<file path="src/rtl/row_buf_window_ctrl_pkg.sv">
// rtl/row_buf_window_ctrl_pkg.sv - shared state encoding and sizing helpers for the window sequencer
package row_buf_window_ctrl_pkg;

    typedef enum logic [1:0] {
        IDLE = 2'd0,
        RUN  = 2'd1,
        DONE = 2'd2
    } ctrl_state_e;

    // Bits needed to hold 0..value-1, never less than one bit.
    function automatic int clog2_min1(input int value);
        int bits;
        bits = 0;
        for (int i = 0; i < 31; i++) begin
            if ((1 << i) < value) begin
                bits = i + 1;
            end
        end
        return (bits < 1) ? 1 : bits;
    endfunction

    function automatic int win_count(input int width, input int height, input int win);
        return (width - win + 1) * (height - win + 1);
    endfunction

endpackage

</file>
<file path="src/rtl/row_buf_window_ctrl_raster_pos_counter.sv">
// rtl/row_buf_window_ctrl_raster_pos_counter.sv - raster col/row tracker with advance, restart and end flags
module raster_pos_counter
    import row_buf_window_ctrl_pkg::*;
#(
    parameter int WIDTH  = 640,
    parameter int HEIGHT = 480,
    parameter int CW     = clog2_min1(WIDTH),
    parameter int RW     = clog2_min1(HEIGHT)
) (
    input  logic          clk,
    input  logic          rst_n,
    input  logic          en,
    input  logic          clr,
    output logic [CW-1:0] cur_col,
    output logic [RW-1:0] cur_row,
    output logic          at_origin,
    output logic          eof
);
    logic [CW-1:0] col_q, col_d;
    logic [RW-1:0] row_q, row_d;
    logic          eol;

    // cur_* is the position of the pixel being presented; clr makes it (0,0).
    always_comb begin
        cur_col   = clr ? '0 : col_q;
        cur_row   = clr ? '0 : row_q;
        at_origin = (col_q == '0) && (row_q == '0);
        eol       = (cur_col == CW'(WIDTH - 1));
        eof       = eol && (cur_row == RW'(HEIGHT - 1));
        col_d     = cur_col;
        row_d     = cur_row;
        if (en) begin
            if (eol) begin
                col_d = '0;
                row_d = eof ? '0 : cur_row + RW'(1);
            end else begin
                col_d = cur_col + CW'(1);
            end
        end
    end

    always_ff @(posedge clk or negedge rst_n) begin
        if (!rst_n) begin
            col_q <= '0;
            row_q <= '0;
        end else begin
            col_q <= col_d;
            row_q <= row_d;
        end
    end

endmodule

</file>
<file path="src/rtl/row_buf_window_ctrl.sv">
// rtl/row_buf_window_ctrl.sv - raster sequencer, shift gating and window-valid tracking for the row-buffer chain
module row_buf_window_ctrl
    import row_buf_window_ctrl_pkg::*;
#(
    parameter int DATA_WIDTH   = 32,
    parameter int IMAGE_WIDTH  = 640,
    parameter int IMAGE_HEIGHT = 480,
    parameter int WIN          = 3
) (
    input  logic                                clk,
    input  logic                                rst_n,
    input  logic                                in_valid,
    input  logic                                in_sof,
    input  logic [DATA_WIDTH-1:0]               in_data,
    output logic                                in_ready,
    output logic                                buf_en,
    output logic [DATA_WIDTH-1:0]               buf_din,
    output logic                                win_valid,
    output logic [clog2_min1(IMAGE_WIDTH)-1:0]  win_col,
    output logic [clog2_min1(IMAGE_HEIGHT)-1:0] win_row,
    output logic                                frame_done,
    output logic                                sof_err
);
    localparam int CW   = clog2_min1(IMAGE_WIDTH);
    localparam int RW   = clog2_min1(IMAGE_HEIGHT);
    localparam int HALF = (WIN - 1) / 2;

    ctrl_state_e           state_q, state_d;
    logic                  take, restart, at_origin, eof;
    logic [CW-1:0]         cur_col;
    logic [RW-1:0]         cur_row;
    logic                  buf_en_q, buf_en_d;
    logic [DATA_WIDTH-1:0] buf_din_q, buf_din_d;
    logic [CW-1:0]         pos_col_q, pos_col_d;
    logic [RW-1:0]         pos_row_q, pos_row_d;
    logic                  win_valid_q, win_valid_d;
    logic [CW-1:0]         win_col_q, win_col_d;
    logic [RW-1:0]         win_row_q, win_row_d;
    logic                  done_p1_q, done_p1_d;
    logic                  frame_done_q, frame_done_d;
    logic                  sof_err_q, sof_err_d;

    // In IDLE only a start-of-frame pixel is taken; everything else is dropped.
    always_comb begin
        in_ready = rst_n && (state_q != DONE);
        take     = in_valid && in_ready && ((state_q == RUN) || in_sof);
        restart  = take && in_sof;
    end

    raster_pos_counter #(
        .WIDTH (IMAGE_WIDTH),
        .HEIGHT(IMAGE_HEIGHT),
        .CW    (CW),
        .RW    (RW)
    ) u_pos (
        .clk      (clk),
        .rst_n    (rst_n),
        .en       (take),
        .clr      (restart),
        .cur_col  (cur_col),
        .cur_row  (cur_row),
        .at_origin(at_origin),
        .eof      (eof)
    );

    always_comb begin
        state_d = state_q;
        case (state_q)
            IDLE:    if (take) state_d = eof ? DONE : RUN;
            RUN:     if (take && eof) state_d = DONE;
            default: state_d = IDLE;
        endcase

        buf_en_d  = take;
        buf_din_d = take ? in_data : buf_din_q;
        pos_col_d = take ? cur_col : pos_col_q;
        pos_row_d = take ? cur_row : pos_row_q;
        sof_err_d = restart && (state_q == RUN) && !at_origin;

        // The chain only holds a full window once the shifted pixel is at least WIN-1 deep in both axes.
        win_valid_d = buf_en_q && (pos_row_q >= RW'(WIN - 1)) && (pos_col_q >= CW'(WIN - 1));
        win_col_d   = win_valid_d ? pos_col_q - CW'(HALF) : win_col_q;
        win_row_d   = win_valid_d ? pos_row_q - RW'(HALF) : win_row_q;

        // DONE is entered one cycle after the last accept; two more stages line it up after the last window.
        done_p1_d    = (state_q == DONE);
        frame_done_d = done_p1_q;
    end

    always_ff @(posedge clk or negedge rst_n) begin
        if (!rst_n) begin
            state_q      <= IDLE;
            buf_en_q     <= 1'b0;
            buf_din_q    <= '0;
            pos_col_q    <= '0;
            pos_row_q    <= '0;
            win_valid_q  <= 1'b0;
            win_col_q    <= '0;
            win_row_q    <= '0;
            done_p1_q    <= 1'b0;
            frame_done_q <= 1'b0;
            sof_err_q    <= 1'b0;
        end else begin
            state_q      <= state_d;
            buf_en_q     <= buf_en_d;
            buf_din_q    <= buf_din_d;
            pos_col_q    <= pos_col_d;
            pos_row_q    <= pos_row_d;
            win_valid_q  <= win_valid_d;
            win_col_q    <= win_col_d;
            win_row_q    <= win_row_d;
            done_p1_q    <= done_p1_d;
            frame_done_q <= frame_done_d;
            sof_err_q    <= sof_err_d;
        end
    end

    assign buf_en     = buf_en_q;
    assign buf_din    = buf_din_q;
    assign win_valid  = win_valid_q;
    assign win_col    = win_col_q;
    assign win_row    = win_row_q;
    assign frame_done = frame_done_q;
    assign sof_err    = sof_err_q;

endmodule
</file>
<file path="config.mk">
export PLATFORM = sky130hd
export DESIGN_NAME = row_buf_window_ctrl
export DESIGN_NICKNAME = d
export VERILOG_FILES = /design/src/rtl/row_buf_window_ctrl_pkg.sv /design/src/rtl/row_buf_window_ctrl_raster_pos_counter.sv /design/src/rtl/row_buf_window_ctrl.sv
export SDC_FILE = /design/constraint.sdc
export NUM_CORES = 1
export LEC_CHECK = 0
export ABC_AREA = 0
export CAP_MARGIN = 25
export CELL_PAD_IN_SITES_DETAIL_PLACEMENT = 1
export CELL_PAD_IN_SITES_GLOBAL_PLACEMENT = 2
export CORE_ASPECT_RATIO = 1.75
export CORE_MARGIN = 4
export CORE_UTILIZATION = 34
export CTS_CLUSTER_DIAMETER = 60
export DETAILED_ROUTE_END_ITERATION = 6
export PLACE_DENSITY_LB_ADDON = 0.2
export SYNTH_ARGS = -nofsm -noshare
export SYNTH_HDL_FRONTEND = slang
export SYNTH_HIERARCHICAL = 1
export SYNTH_SLANG_ARGS = --single-unit
export TNS_END_PERCENT = 5
</file>
<file path="constraint.sdc">
create_clock -name clk -period 3.21 [get_ports clk]
set_input_delay 0.321 -clock clk [delete_from_list [all_inputs] [get_ports clk]]
set_output_delay 0.321 -clock clk [all_outputs]
set_load 0.02 [all_outputs]
</file>
# Word-level counts from Yosys, hierarchy flattened

Index checks and enable logic that the tools add are counted.
Widths: inputs -> output; s select.

Bitwise operators: 0
Divide/modulo/power cells: 0
Reductions and logical operators: 17
Equality and inequality tests: 7
Multiply operators: 0
Multiplexer cells: 11
Shifts and indexed selects: 0
Order comparisons: 2
Add/sub/neg operators: 4

Operators by type and width:

| kind                  | count |
|---|---|
| $mux 9                | 4 |
| $mux 10               | 3 |
| $logic_and 1x1->1     | 11 |
| $add 10x1->10 const B | 1 |
| $eq 10x10->1 const B  | 1 |
| $ge 10x2->1 const B   | 1 |
| $logic_not 10->1      | 1 |
| $sub 10x1->10 const B | 1 |
| $add 9x1->9 const B   | 1 |
| $eq 9x9->1 const B    | 1 |
| $ge 9x2->1 const B    | 1 |
| $logic_not 9->1       | 1 |
| $sub 9x1->9 const B   | 1 |
| $mux 2                | 3 |
| $ne 2x2->1 const B    | 3 |
| $pmux 2 s2            | 1 |
| $eq 2x1->1 const B    | 1 |
| $eq 2x2->1 const B    | 1 |
| $logic_not 2->1       | 1 |
| $reduce_and 2->1      | 1 |
| $logic_not 1->1       | 1 |
| $logic_or 1x1->1      | 1 |

Bits in read-only memories: 0
Input port bits: 36
Logic and storage cells: 54
Output and inout port bits: 56
Memories: 0
Flip-flop bits (word level): 96
Latch bits: 0
RAM bits: 0

# Depth between registers and ports, before layout

Depth after elaboration: 11
Mapped depth: 13
Depth with buffers taken out: 11

# By module

Netlist, hierarchy kept.

By module, submodules not included:

| module              | sequential area each (um2) | area an instance (um2) | instances | cells an instance |
|---|---|---|---|---|
| row_buf_window_ctrl | 1926.8                     | 3283.1                 | 1         | 216 |
| raster_pos_counter  | 475.5                      | 1219.9                 | 1         | 139 |

# Worst setup path before layout

OpenSTA, ideal clock, no wires.

Kind: register to register
Start point: register state_q[1]
End point: register state_q[0]
Path slack: 0.283 ns
Period minus slack after synthesis: 2.927 ns
Cell stages (with the launch flop): 14
Data required time: 3.111 ns
Buffers on the path: 3
Arrival: 2.828 ns
Setup time: 0.099 ns
Cells stage by stage: dfrtp_1 -> nor2b_1 -> nor2b_1 -> and3_1 -> buf_2 -> buf_1 -> nor2b_1 -> ha_1 -> and4_1 -> nand4_1 -> clkbuf_1 -> or2_2 -> inv_1 -> a311oi_1

Word-level cells in the longest chain between the ends: 11
Elaborated cells on any way between the ends: 20
Those cells by class: eq/ne (6); mux (5); reduce/logical (9)

Ends and longest elaborated chain:

| element                                        | RTL line                                             | text |
|---|---|---|
| start, declared                                | row_buf_window_ctrl.sv:28                            | `ctrl_state_e state_q, state_d;` |
| start signal, assigned                         | row_buf_window_ctrl.sv:104                           | `state_q <= state_d;` |
| $ne 2x2->1 *                                   | row_buf_window_ctrl.sv:45                            | `in_ready = rst_n && (state_q != DONE);` |
| $logic_and 1x1->1 *                            | row_buf_window_ctrl.sv:45                            |  |
| via in_ready                                   | row_buf_window_ctrl.sv:15                            | `output logic in_ready,` |
| $logic_and 1x1->1 * (2 in a row)               | row_buf_window_ctrl.sv:46                            | `take = in_valid && in_ready && ((state_q == RUN) \|\| in_sof);` |
| $logic_and 1x1->1 *                            | row_buf_window_ctrl.sv:47                            | `restart = take && in_sof;` |
| via restart                                    | row_buf_window_ctrl.sv:29                            | `logic take, restart, at_origin, eof;` |
| $mux 10 *                                      | row_buf_window_ctrl_raster_pos_counter.sv:25         | `cur_col = clr ? '0 : col_q;` |
| via cur_col[1]                                 | row_buf_window_ctrl.sv:30                            | `logic [CW-1:0] cur_col;` |
| $eq 10x10->1 *                                 | row_buf_window_ctrl_raster_pos_counter.sv:28         | `eol = (cur_col == CW'(WIDTH - 1));` |
| $logic_and 1x1->1 *                            | row_buf_window_ctrl_raster_pos_counter.sv:29         | `eof = eol && (cur_row == RW'(HEIGHT - 1));` |
| via eof                                        | row_buf_window_ctrl.sv:29                            |  |
| $mux 2 or $logic_and 1x1->1 (tied branches)    | row_buf_window_ctrl.sv:69, row_buf_window_ctrl.sv:70 |  |
| $mux 2 or $ne 2x2->1 (tied branches)           | -                                                    |  |
| $pmux 2 s2 or $reduce_and 2->1 (tied branches) | -                                                    |  |

Mark *: on every way through the listed nets, which the timed path passes. The rest lies on a longest branch. The select of a mux whose other input is x is not followed.
A chain may end at the register's enable or synchronous reset.

# Worst setup path in the final report

Start point: register state_q[1]
End point: register u_pos.row_q[4]

Word-level cells in the longest chain between the ends: 11
Elaborated cells on any way between the ends: 16
Those cells by class: add/sub (1); eq/ne (4); mux (5); reduce/logical (6)

Ends and longest elaborated chain:

| element              | RTL line                                     | text |
|---|---|---|
| $ne 2x2->1           | row_buf_window_ctrl.sv:45                    |  |
| $logic_and 1x1->1    | row_buf_window_ctrl.sv:45                    |  |
| $logic_and 1x1->1    | row_buf_window_ctrl.sv:46                    |  |
| $logic_and 1x1->1 *  | row_buf_window_ctrl.sv:46                    |  |
| $logic_and 1x1->1 *  | row_buf_window_ctrl.sv:47                    |  |
| via restart          | row_buf_window_ctrl.sv:29                    |  |
| $mux 10 *            | row_buf_window_ctrl_raster_pos_counter.sv:25 |  |
| via cur_col[1]       | row_buf_window_ctrl.sv:30                    |  |
| $eq 10x10->1 *       | row_buf_window_ctrl_raster_pos_counter.sv:28 |  |
| $logic_and 1x1->1    | row_buf_window_ctrl_raster_pos_counter.sv:29 |  |
| $mux 9               | row_buf_window_ctrl_raster_pos_counter.sv:35 | `row_d = eof ? '0 : cur_row + RW'(1);` |
| $mux 9 *             | row_buf_window_ctrl_raster_pos_counter.sv:33 | `if (eol) begin` |
| $mux 9 *             | row_buf_window_ctrl_raster_pos_counter.sv:32 | `if (en) begin` |
| via u_pos.row_d[4]   | row_buf_window_ctrl_raster_pos_counter.sv:20 | `logic [RW-1:0] row_q, row_d;` |
| end signal, assigned | row_buf_window_ctrl_raster_pos_counter.sv:48 | `row_q <= row_d;` |
| end, declared        | row_buf_window_ctrl_raster_pos_counter.sv:20 |  |

Mark *: on every way through the listed nets, which the timed path passes. The rest lies on a longest branch.

==> summary.md <==
| Metric | Value |
|---|---|
| Outcome | `finished clean` |
| DR pass1 iterations | `4` |
| Die H | `160 um` |
| Starting density of the core | `34.8%` |
| Critical path type | `register to register` |
| Setup ws final | `479 ps` |
| DRT iter0 DRCs | `121` |
| Fin nets | `496` |
| Grt met3 use | `3.77%` |
| Dpl ws | `363 ps` |
| DRC violations left | `0` |
| Clock Tree Root | `clkbuf_16` |
| Startpoint types | `register` |
| Clock skew | `8.97 ps` |
| Initial antenna violation count | `0` |
| Final setup viols | `0` |
| Latest clock arrival within the worst-skew pair | `340 ps` |
| Core Area | `12900 um^2` |
| Slew Limit Headroom | `52.2%` |
| # diodes | `0` |
| Post-route setup TNS | `0 ps` |
| H-tree Lvls | `3` |
| Final period utilization | `85.1%` |
| Max-cap violations | `0` |
| Leading area contributor after synthesis | `dfrtp_1` |
| I/O pin total | `92` |
| P per Cell Area | `642 nW/um^2` |
| CP Capture Type | `register` |
| Post-synth cell types | `53` |
| Power, Total | `0.00381 W` |
| Cts hold-fix bufs | `0` |
| M2 GR Usage | `28.6%` |
| Synth Area per Inst | `12.7 um^2` |
| Crit path DAT | `3000 ps` |
| Post_cts resized | `0` |
| Num CTS Buffers | `9` |
| Post-route ant nets | `0` |
| Largest net degree at the start of global routing | `58` |
| Vias per cell | `4.90` |
| Syn Inst Count | `355` |
| Worst Tran Pin Value | `717 ps` |
| Final Util | `45.9%` |
| Layout area overhead | `31.8%` |
| Final non-filler cell total | `630` |
| Cell with the most instances after synthesis | `dfrtp_1` |
| Seq/Total Area, Yosys | `53.3%` |
| Synth warn | `6` |
| Routed WL | `10900 um` |
| Synth Flop Type | `dfrtp_1` |
| Async SR Flop Fraction | `100%` |
| Number of global-route vias before repair | `3522` |
| RSZ-0062 raised after global routing | `false` |
| Congestion Overflow GR | `0` |
| Critical path required time | `3480 ps` |
| DR WL/cell | `17.3 um` |
| GRT Total Usage | `15.3%` |
| First-pass GRT wire length | `18100 um` |
| Mapped cell area | `4500 um^2` |
| Final Hold Fails | `0` |
| Post-synth EDFFs | `0` |
| Hold Crit Class | `input pin to asynchronous set/reset pin` |
| Synth area leaders | `dfrtp_1 (53%), mux2_2 (12%), mux2_4 (5.7%)` |
| Crit path max fanout | `6` |
| Minimum clock period | `2730 ps` |
| Max Freq | `366 MHz` |
| RD Place Congestion | `0.802` |
| Die W | `95.0 um` |
| DIE AREA | `15200 um^2` |
| Leakage | `2.71 nW` |
| Busiest layer in global routing | `met2` |
| Cells after DPL | `613` |
| Yosys reg bits | `96` |
| Share of cells above drive strength 1 | `22.9%` |
| M1 GR Usage | `16.5%` |
| Clk pin slew, worst setup/hold paths | `70 ps` |
| Dpl hpwl | `8100 um` |
| CTS Buffer Depth | `2` |
| Cell Rows | `55` |
| Slew Limit Fails | `0` |
| Clk sinks | `96` |
| Synth top area share | `53.3%` |
| # port buffers | `91` |
| Peak supply drop | `276 uV` |
| CTS tree | `done` |
| Post-CTS Setup Repair Bufs | `0` |
| Most common library cells after synthesis | `dfrtp_1 (96), mux2_2 (49), mux2_4 (17)` |
| Via count | `3088` |
| Syn nets | `397` |
power by group:
part	switching, W	internal [W]
combinational	0.000515	0.000647
sequential	0.000136	0.00142
clock	0.000466	0.000628
metal layers:
layer	routed length (um)	up-vias
li1	-	1464
met1	4120	1554
met2	6230	65
met3	443	5
met4	116	0
met5	0	-
worst paths after layout:
check                           startpoint              to  slack (ps)  cells after the start
max in group asynchronous            rst_n    pos_row_q[6]        1980                      3
worst min-delay path                 rst_n  u_pos/row_q[6]          90                      2
worst max-delay path            state_q[1]  u_pos/row_q[4]         480                      9
worst min register to register   done_p1_q      frame_done         380                      0
min in group clk                 done_p1_q      frame_done         380                      0
worst max register to register  state_q[1]  u_pos/row_q[4]         480                      9
flip-flops by register name, summed over array words and instances, names as in the netlist:
name	flops
win_row	9
u_pos/col_q	10
u_pos/row_q	9
win_col	10
sof_err	1
buf_en	1
frame_done	1
done_p1_q	1
pos_col_q	10
win_valid	1
pos_row_q	9
state_q	2
buf_din	32
per-stage QoR:
| stage | cell area, um^2 | hold slack [ps] |
|---|---|---|
| 2_1_floorplan | 4500 | 25.4 |
| 3_3_place_gp | 5610 | 390 |
| 3_5_place_dp | 5610 | 370 |
| 4_1_cts | 5920 | 116 |
| 5_1_grt | 5940 | 145 |
| 6_report | 5940 | 94.3 |
logic make-up after synthesis:
kind of cell	after synthesis	share of synthesized area, %
AOI/OAI and AO/OA	27	4.39
xor gates and xnor gates	21	4.08
adders and majority gates	6	1.67
buffers and inverters	28	3.14
DFF	96	53.3
muxes	71	19.1
and+or+nand+nor	106	14.3
cells in the final DEF, fill, tap and decap left out, types with 2 or more instances in the layout:
cell	count
nor4_1	7
nor3b_1	5
or4_1	5
mux2_4	17
clkbuf_16	9
xnor2_1	9
clkinv_4	3
inv_1	13
nand2_1	14
nor3_1	10
o21ai_0	6
mux2i_1	2
ha_1	6
nor2_1	11
and3_1	3
clkdlybuf4s50_1	90
xor2_1	12
nor2b_1	16
a31o_2	2
a31oi_1	2
and3b_1	2
buf_4	11
nand3_1	8
o31ai_1	2
nand4_1	4
or3_1	4
and4_1	2
nand2b_1	3
mux2_2	49
a21oi_1	6
mux2_1	3
dfrtp_1	96
worst max-delay path, cell delays in order, from the launching register on:
cell     delay [ps]
dfrtp_1         420
nor2b_1         200
nor2b_1          90
and3_1          200
nor2b_1         230
ha_1            240
nand2_1         140
or3_1           470
or4_1           540
a21oi_1         150
cell type report:
class | instances | area (um^2)
Fill cell | 1419 | 7000
Sequential cell | 96 | 2400
Multi-Input combinational cell | 231 | 1960
Timing Repair Buffer | 102 | 998
Clock buffer | 10 | 239
Tap cell | 171 | 214
Clock inverter | 6 | 68.8
Inverter | 14 | 52.6
Note: power is estimated with default switching activity, not from simulation.
